<file path="src/rtl/serial_adder_pkg.sv">
// Shared definitions for the bit-serial adder: FSM state encoding and default width.
package serial_adder_pkg;

  localparam int DEFAULT_WIDTH = 4;

  typedef enum logic [1:0] {
    ST_IDLE = 2'd0,
    ST_RUN  = 2'd1,
    ST_DONE = 2'd2
  } state_t;

endpackage

</file>
<file path="src/rtl/serial_adder_full_adder.sv">
// One-bit full-adder cell; the serial adder reuses it once per operand bit.
module full_adder (
  input  logic a,
  input  logic b,
  input  logic ci,
  output logic s,
  output logic co
);

  assign s  = a ^ b ^ ci;
  assign co = (a & b) | (ci & (a ^ b));

endmodule

</file>
<file path="src/rtl/serial_adder.sv">
// Bit-serial adder: captures two operands, adds one bit pair per cycle LSB first,
// then publishes {cout,sum} with a one-cycle done pulse.
module serial_adder
  import serial_adder_pkg::*;
#(
  parameter int WIDTH = DEFAULT_WIDTH
) (
  input  logic             clk,
  input  logic             rst_n,
  input  logic             start,
  input  logic [WIDTH-1:0] a,
  input  logic [WIDTH-1:0] b,
  input  logic             cin,
  output logic             busy,
  output logic             done,
  output logic [WIDTH-1:0] sum,
  output logic             cout
);

  localparam int CNT_W = $clog2(WIDTH + 1);
  localparam logic [CNT_W-1:0] LAST_BIT = CNT_W'(WIDTH - 1);

  state_t           state;
  state_t           state_next;
  logic [WIDTH-1:0] a_sr;
  logic [WIDTH-1:0] b_sr;
  logic [WIDTH-1:0] psum;
  logic             carry;
  logic [CNT_W-1:0] cnt;
  logic             fa_s;
  logic             fa_co;

  full_adder u_full_adder (
    .a  (a_sr[0]),
    .b  (b_sr[0]),
    .ci (carry),
    .s  (fa_s),
    .co (fa_co)
  );

  // NOTE: defaulting state_next before the case keeps this block latch-free.
  always_comb begin
    state_next = state;
    case (state)
      ST_IDLE: if (start) state_next = ST_RUN;
      ST_RUN:  if (cnt == LAST_BIT) state_next = ST_DONE;
      ST_DONE: state_next = ST_IDLE;
      default: state_next = ST_IDLE;
    endcase
  end

  // NOTE: all state uses non-blocking assignments so every register sees pre-edge values.
  always_ff @(posedge clk or negedge rst_n) begin
    if (!rst_n) begin
      state <= ST_IDLE;
      a_sr  <= '0;
      b_sr  <= '0;
      psum  <= '0;
      carry <= 1'b0;
      cnt   <= '0;
      sum   <= '0;
      cout  <= 1'b0;
      done  <= 1'b0;
    end else begin
      state <= state_next;
      done  <= 1'b0;
      case (state)
        ST_IDLE: begin
          if (start) begin
            a_sr  <= a;
            b_sr  <= b;
            carry <= cin;
            cnt   <= '0;
          end
        end
        ST_RUN: begin
          psum  <= {fa_s, psum[WIDTH-1:1]};
          a_sr  <= a_sr >> 1;
          b_sr  <= b_sr >> 1;
          carry <= fa_co;
          cnt   <= cnt + CNT_W'(1);
        end
        // Results only move to the outputs here, so partial sums never leak out.
        ST_DONE: begin
          sum   <= psum;
          cout  <= carry;
          done  <= 1'b1;
        end
        default: ;
      endcase
    end
  end

  assign busy = (state != ST_IDLE);

endmodule
</file>
<file path="config.mk">
export PLATFORM = sky130hd
export DESIGN_NAME = serial_adder
export DESIGN_NICKNAME = d
export VERILOG_FILES = /design/src/rtl/serial_adder_pkg.sv /design/src/rtl/serial_adder_full_adder.sv /design/src/rtl/serial_adder.sv
export SDC_FILE = /design/constraint.sdc
export NUM_CORES = 1
export LEC_CHECK = 0
export ABC_AREA = 1
export CAP_MARGIN = 0
export CORE_MARGIN = 2
export CORE_UTILIZATION = 30
export CTS_CLUSTER_SIZE = 25
export DETAILED_ROUTE_END_ITERATION = 8
export GPL_ROUTABILITY_DRIVEN = 0
export HOLD_SLACK_MARGIN = 0.1
export SYNTH_ARGS = -nofsm -noshare
export SYNTH_HDL_FRONTEND = slang
export SYNTH_SLANG_ARGS = --single-unit
</file>
<file path="constraint.sdc">
create_clock -name clk -period 1.55 [get_ports clk]
set_input_delay 0.2325 -clock clk [delete_from_list [all_inputs] [get_ports clk]]
set_output_delay 0.2325 -clock clk [all_outputs]
set_load 0.02 [all_outputs]
</file>
# == Yosys cells after proc, flatten, opt, wreduce, memory -nomap -nowiden ==
# Cells that the tools add are included.
# totals
regBits,24
latch_bits,0
ram_bits,0
rom_bits,0
out_inout_bits,7
wordCells,37
n_memories,0
# classes
add_sub_neg,1
n_mul,0
n_div,0
n_lt_le_gt_ge,0
eq_ne,5
n_shift,0
mux,12
bitwise_logic,5
n_reduce_logical,5
# op_table
op,count
case mux 4 bit (2 select lines),2
2-to-1 mux 4 bit,2
case mux 3 bit (2 select lines),1
2-to-1 mux 2 bit,2
inequality test 2 bit (second input constant),2
case mux 2 bit (2 select lines),1
AND reduction 2 bit,2
nonzero test 2 bit,2
adder 3 x 1 -> 3 bit (second input constant),1
== test 3 x 2 -> 1 bit (second input constant),1
2-to-1 mux 3 bit,1
AND 1 bit,2
== test 2 x 1 -> 1 bit (second input constant),1
== test 2 bit (second input constant),1
logical NOT 2 bit,1
2-to-1 mux 1 bit,2
case mux 1 bit (2 select lines),1
XOR 1 bit,2
OR 1 bit,1

# == Logic depth before layout (Yosys ltp) ==
# Gate-level depths: netlist of the first run.
# depth
depth_word,4
ltp_mapped,7
depth_no_buf,6

# == Modules after synthesis ==
# A second synthesis of the first run with hierarchy kept.
# unflattened
cells_unflattened,127
hier_area_um2,1084.8
# modules_own_cells
mod,n_inst,cells_per_inst,area_per_inst_um2
serial_adder,1,126,1064.8
full_adder,1,1,20.0

# == Least setup slack after synthesis of the first run ==
# Ideal clock, no wire load.
# synth_path
kind,reg-to-reg
start,reg carry
end,reg psum[3]
setup_time_ps,120
arrival_ps,1012
required_time_ps,1430
setup_slack_ps,419
path_stages_with_launch,4
path_buffers,0
synth_period_minus_slack_ps,1131
path_cell_list,dfrtp_1 fa_1 nor2_1 a21oi_2
# synth_between
elab_chain_cells,1
# synth_rtl
element,line_no,text
"start, declared",serial_adder.sv:28,logic carry;
"start signal, assigned",serial_adder.sv:72,carry <= cin;
"start signal, assigned",serial_adder.sv:80,carry <= fa_co;
XOR 1 bit,serial_adder_full_adder.sv:10,assign s = a ^ b ^ ci;
named net fa_s,serial_adder.sv:30,logic fa_s;
"end signal, assigned",serial_adder.sv:77,"psum <= {fa_s, psum[WIDTH-1:1]};"
"end, declared",serial_adder.sv:27,logic [WIDTH-1:0] psum;
# The timed path passes the listed nets, and every way through them passes these cells.
# A chain may end at the register's enable or synchronous reset.

# == Worst setup path after layout of the first run ==
# layout_path
start,reg done
end,out done
# layout_lines
element,line_no,text
"start, declared",serial_adder.sv:15,"output logic done,"
"start signal, assigned",serial_adder.sv:63,done <= 1'b0;
"start signal, assigned",serial_adder.sv:66,done <= 1'b0;
"start signal, assigned",serial_adder.sv:87,done <= 1'b1;
# No word-level cell between the ends.

==> results of run 1 <==
==> flip-flops by register name (all words and copies together), names as in the netlist <==
signal / count
a_sr: 4
b_sr: 4
carry: 1
cnt: 3
cout: 1
done: 1
psum: 4
state: 2
sum: 4
==> through the flow <==
step / hold slack [ns] / std cells / power (mW) / util
after detailed placement: 0.465 / 187 / 2.19 / 0.385
after CTS: 0.275 / 191 / 2.50 / 0.396
final: 0.270 / 191 / 2.46 / 0.399
after global routing: 0.272 / 191 / 2.71 / 0.399
after floorplan: -0.0631 / 123 / 1.84 / -
after global placement: 0.457 / 187 / 2.15 / 0.385
==> per-layer routing <==
layer | global-route usage | wire length [um] | up-vias
met5 | 0 | 0 | -
met2 | 0.181 | 934 | 16
met1 | 0.129 | 869 | 378
li1 | - | - | 425
met4 | 0.0245 | 14 | 0
met3 | 0.0370 | 77 | 2
==> worst max path at each step <==
stage                                 start                  end  slack [ns]  depth (start not counted)
after floorplan           carry$_DFFE_PN0P_  psum[3]$_DFFE_PN0N_        0.42                          3
after global placement                start    carry$_DFFE_PN0P_        0.22                          5
after detailed placement              start  b_sr[1]$_DFFE_PN0P_        0.19                          5
after CTS                  cout$_DFFE_PN0P_                 cout        0.01                          1
after global routing         done$_DFF_PN0_                 done       0.005                          1
final                        done$_DFF_PN0_                 done        0.07                          1
==> report_power, final <==
part | switching (mW) | internal, mW
Clock | 0.179 | 0.143
Combinational | 0.653 | 0.457
Sequential | 0.140 | 0.884
==> cells by family after synthesis <==
kind of cell,Yosys count,share of synthesized area
simple gates,71,0.269
flops,24,0.559
fa+ha+maj,3,0.0420
buf+inv,14,0.0711
compound gates,11,0.0583
==> layout by cell type, fill, tap and decap left out, drive strengths merged <==
cell type / Yosys / routed
nand2: 57 / 57
dfrtp: 24 / 24
clkdlybuf4s50: 0 / 12
nand3: 10 / 10
o21ai: 10 / 10
inv: 9 / 9
dlymetal6s2s: 0 / 5
buf: 5 / 5
clkbuf: 0 / 4
nor2: 3 / 3
ha: 2 / 2
or2: 1 / 1
a21oi: 1 / 1
fa: 1 / 1
dlygate4sd2: 0 / 1
==> area by class of cell <==
type	count	area, um2
sequential	24	601
inverter	9	33.8
multi-input combinational	85	397
clock buffer	4	36.3
timing repair buffer	23	229
fill	351	2040
tap	46	57.6
==> results.cfg, run 1 <==
[power_and_ir_drop]
p_leak_nw = 0.758
p_per_area_nw_per_um2 = 1810
ir_drop_uv = 880

[sta]
fmax_ghz = 0.678
slew_headroom = 0.801
fin_setup_tns_ns = 0
drv_slew = 0
min_period_over_period = 0.952
rsz0062_at_grt = no
setup_violations = 0
worst_pin_slew_ns = 0.299
layout_setup_ws_ns = 0.0743
fin_skew_ns = 0.00370
hold_viol_final = 0
period_needed_ns = 1.48

[place]
place_area_um2 = 1310
port_buffers = 18
hpwl_um = 1390
place_ws_ns = 0.193

[critical_path]
crit_buf_inv = 1
rr_startpoint = state[0]$_DFFE_PN0P_
r2r_cells = 4
required_ns = 1.32
cp_max_fo = 1
critical_path.max_stage_delay_ns = 0.59
cp_cell_sequence = clkdlybuf4s50_1
arrival_ns = 1.24
setup.worst_path.class = flip-flop to output pin
endpoint_kind = output pin
reg2reg_slack_ns = 0.34
critPathSlowestCell = clkdlybuf4s50_1
path_delay_family = buffers and inverters
startpoint_type = flip-flop
reg2reg_to = sum[1]$_DFFE_PN0P_

[status]
outcome = complete, no violations

[clock_tree]
clock-sinks = 24
clkLatencyLatePin_ns = 0.31
clk_pin_slew_worst_paths_ns = 0.12
numCtsBuffers = 3
root_buffer = clkbuf_4
cts-resized-gates = 1
cts_tree = built
htree_levels = 1
cts_setup_buffers = 0
cts.path.max_buffers = 2
holdBufCountCts = 0

[worst_hold_path]
hold_class = input pin to async pin

[layout]
stdcell_area_um2 = 1350
nets = 161
antenna_cells = 0
drive_gt1_frac = 0.0966
area.growth.synth_to_final_pct = 26.1

[die]
start_util = 0.317
num_rows = 21
die_w_um = 63.8
pin_count = 19
die-area_um2 = 4070
coreArea_um2 = 3390
die_h_um = 63.8

[drt]
antenna_left = 0
finalWirelength_um = 1900
routed_via_density = 4.30
drc = 0
drt-initial-drc-count = 53
routedWlPerCell_um = 9.93
dr.pass1.iters = 4
vias = 821

[synthesis]
ys_ff_latch = 24
synth-edff-count = 0
syn_area_um2 = 1070
yosys-top-cells-area = dfrtp_1, nand2_1, nand3_1
yosys_warnings = 0
yosysMostFrequentCell = nand2_1
async_flop_share = 1.00
synth-seq-area-share = 0.559
synth_cells = 123
syn_area_per_cell_um2 = 8.73
yosysTopAreaCell = dfrtp_1
yosysTopAreaCellShare = 0.559
ys.flop_type = dfrtp_1
synth.distinct_cells = 17
ys_top_cells_by_count = nand2_1, dfrtp_1, nand3_1
synth.net_count = 138

[global_route]
grt_util_all_layers = 0.107
grt_overflow_total = 0
grt_pass1_wl_um = 3440
grt_antenna_before_repair = 0
grt_max_degree = 25
first_global_vias = 812

[job]
drv_cap = 0
Power figures use the tool's default switching activity.
==> run 2, diff against run 1 <==
- CTS_CLUSTER_DIAMETER: not set -> 120
- clock period: 1.55 -> 1.34 ns (I/O delays scaled with it)
==> results.cfg, run 2 (same netlist as run 1, synthesis figures left out) <==
[sta]
hold_viol_final = 0
slew_headroom = 0.790
period_needed_ns = 1.24
worst_pin_slew_ns = 0.315
min_period_over_period = 0.924
rsz0062_at_grt = no
fmax_ghz = 0.808
fin_setup_tns_ns = 0
setup_violations = 0
fin_skew_ns = 0.00384
drv_slew = 0

[critical_path]
reg2reg_to = sum[2]$_DFFE_PN0P_
reg2reg_slack_ns = 0.10
cp_max_fo = 11
rr_startpoint = state[0]$_DFFE_PN0P_
endpoint_kind = flip-flop
cp_cell_sequence = buf_4 > or2_1 > nand2_1 > o21ai_0
r2r_cells = 4
setup.worst_path.class = flip-flop to flip-flop
critPathSlowestCell = dfrtp_1
crit_cells = 4
startpoint_type = flip-flop
endpoint = sum[2]$_DFFE_PN0P_
required_ns = 1.54
crit_start = state[0]$_DFFE_PN0P_
arrival_ns = 1.44
critical_path.max_stage_delay_ns = 0.41
crit_buf_inv = 1
path_delay_family = simple AND/OR/NAND/NOR gates

[clock_tree]
numCtsBuffers = 3
cts_setup_buffers = 0
clock-sinks = 24
clk_pin_slew_worst_paths_ns = 0.12
cts_tree = built
holdBufCountCts = 0
cts.path.max_buffers = 2
clkLatencyLatePin_ns = 0.31
htree_levels = 1
root_buffer = clkbuf_4

[drt]
drt-initial-drc-count = 43
antenna_left = 0
routed_via_density = 4.24
routedWlPerCell_um = 9.94
drc = 0
vias = 819
dr.pass1.iters = 4
finalWirelength_um = 1920

[power_and_ir_drop]
p_leak_nw = 0.714
swShare = 0.401
p_per_area_nw_per_um2 = 2110
finalPower_mw = 2.84
p_switching_mw = 1.14
clkPwrFrac = 0.131
power_frac_seq = 0.417
internal-power_mw = 1.70
ir_drop_uv = 1040
combPwrFrac = 0.452

[global_route]
grt_util_all_layers = 0.107
grt_overflow_total = 0
grt_pass1_wl_um = 3440
first_global_vias = 780
grt_max_degree = 25
grt_antenna_before_repair = 0

[layout]
drive_gt1_frac = 0.129
area.growth.synth_to_final_pct = 25.5
final_common_cell = nand2_1
nets = 163
final_cell_mix = nand2_1, dfrtp_1, clkdlybuf4s50_1
antenna_cells = 0

[die]
coreArea_um2 = 3390
die_w_um = 63.8
pin_count = 19
die-area_um2 = 4070
die_h_um = 63.8
num_rows = 21
start_util = 0.317

[status]
outcome = complete, no violations

[place]
hpwl_um = 1420
port_buffers = 18

[job]
drv_cap = 0

[worst_hold_path]
hold_class = input pin to async pin
[run 2: cell count changes in the layout (fill, tap and decap cells not counted)]
cell             change
dlygate4sd2_1        +5
dlymetal6s2s_1       -5
buf_4                +2
buf_2                +1
clkdlybuf4s50_1      -1
inv_1                -1
inv_2                +1
nor2_1               -1
nor2_2               +1
[run 2: final cells by class]
| cell class | count | area (um2) |
|---|---|---|
| fillers | 346 | 2040 |
| multi-input cells | 85 | 399 |
| repair buffers | 25 | 220 |
| inverters | 9 | 33.8 |
| clock buffers | 4 | 36.3 |
| flip-flops and latches | 24 | 601 |
| well taps | 46 | 57.6 |
[run 2: per-layer routing]
layer | GRT usage | routed length, um | share of wire | vias up
li1 | - | - | - | 429
met1 | 0.135 | 872 | 0.45 | 370
met2 | 0.174 | 961 | 0.50 | 18
met3 | 0.0317 | 75 | 0.039 | 2
met4 | 0.0353 | 10 | 0.0052 | 0
met5 | 0 | 0 | 0 | -
[run 2: power groups by stage]
stage               Combinational [mW]  Sequential, mW  Clock [mW]
global placement                  1.32            1.19           0
floorplan                        0.876            1.25           0
CTS                               1.30            1.19       0.393
finish                            1.28            1.19       0.372
global route                      1.48            1.23       0.424
detailed placement                1.36            1.21           0
[run 2: worst min-delay path by stage]
stage | from | to | slack, ns
after detailed placement | cout$_DFFE_PN0P_ | cout$_DFFE_PN0P_ | 0.46
after CTS | rst_n | cnt[2]$_DFFE_PN0P_ | 0.24
after floorplan | rst_n | a_sr[0]$_DFFE_PN0P_ | -0.09
final | rst_n | cnt[2]$_DFFE_PN0P_ | 0.24
after global placement | psum[0]$_DFFE_PN0N_ | sum[0]$_DFFE_PN0P_ | 0.46
after global routing | rst_n | cnt[2]$_DFFE_PN0P_ | 0.25
[run 2: what timing repair did]
action	CTS	global route
resized for setup	11	1
setup endpoints to repair	7	3
pin swaps	0	0
[run 2: metrics by stage]
stage / cell area (um2) / hold slack, ns / utilization / setup WS [ns] / cells
4_1_cts: 1350 / 0.237 / 0.398 / 0.0857 / 193
3_3_place_gp: 1320 / 0.457 / 0.390 / 0.0507 / 189
5_1_grt: 1350 / 0.253 / 0.398 / 0.000930 / 193
3_5_place_dp: 1320 / 0.464 / 0.390 / 0.00253 / 189
6_report: 1350 / 0.242 / 0.398 / 0.102 / 193
2_1_floorplan: 1070 / -0.0946 / - / 0.209 / 123
==> run 3, diff against run 2 <==
- CTS_CLUSTER_DIAMETER: 120 -> not set
==> results of run 3 <==
Final layout, timing and power as in run 2 (identical DEF).
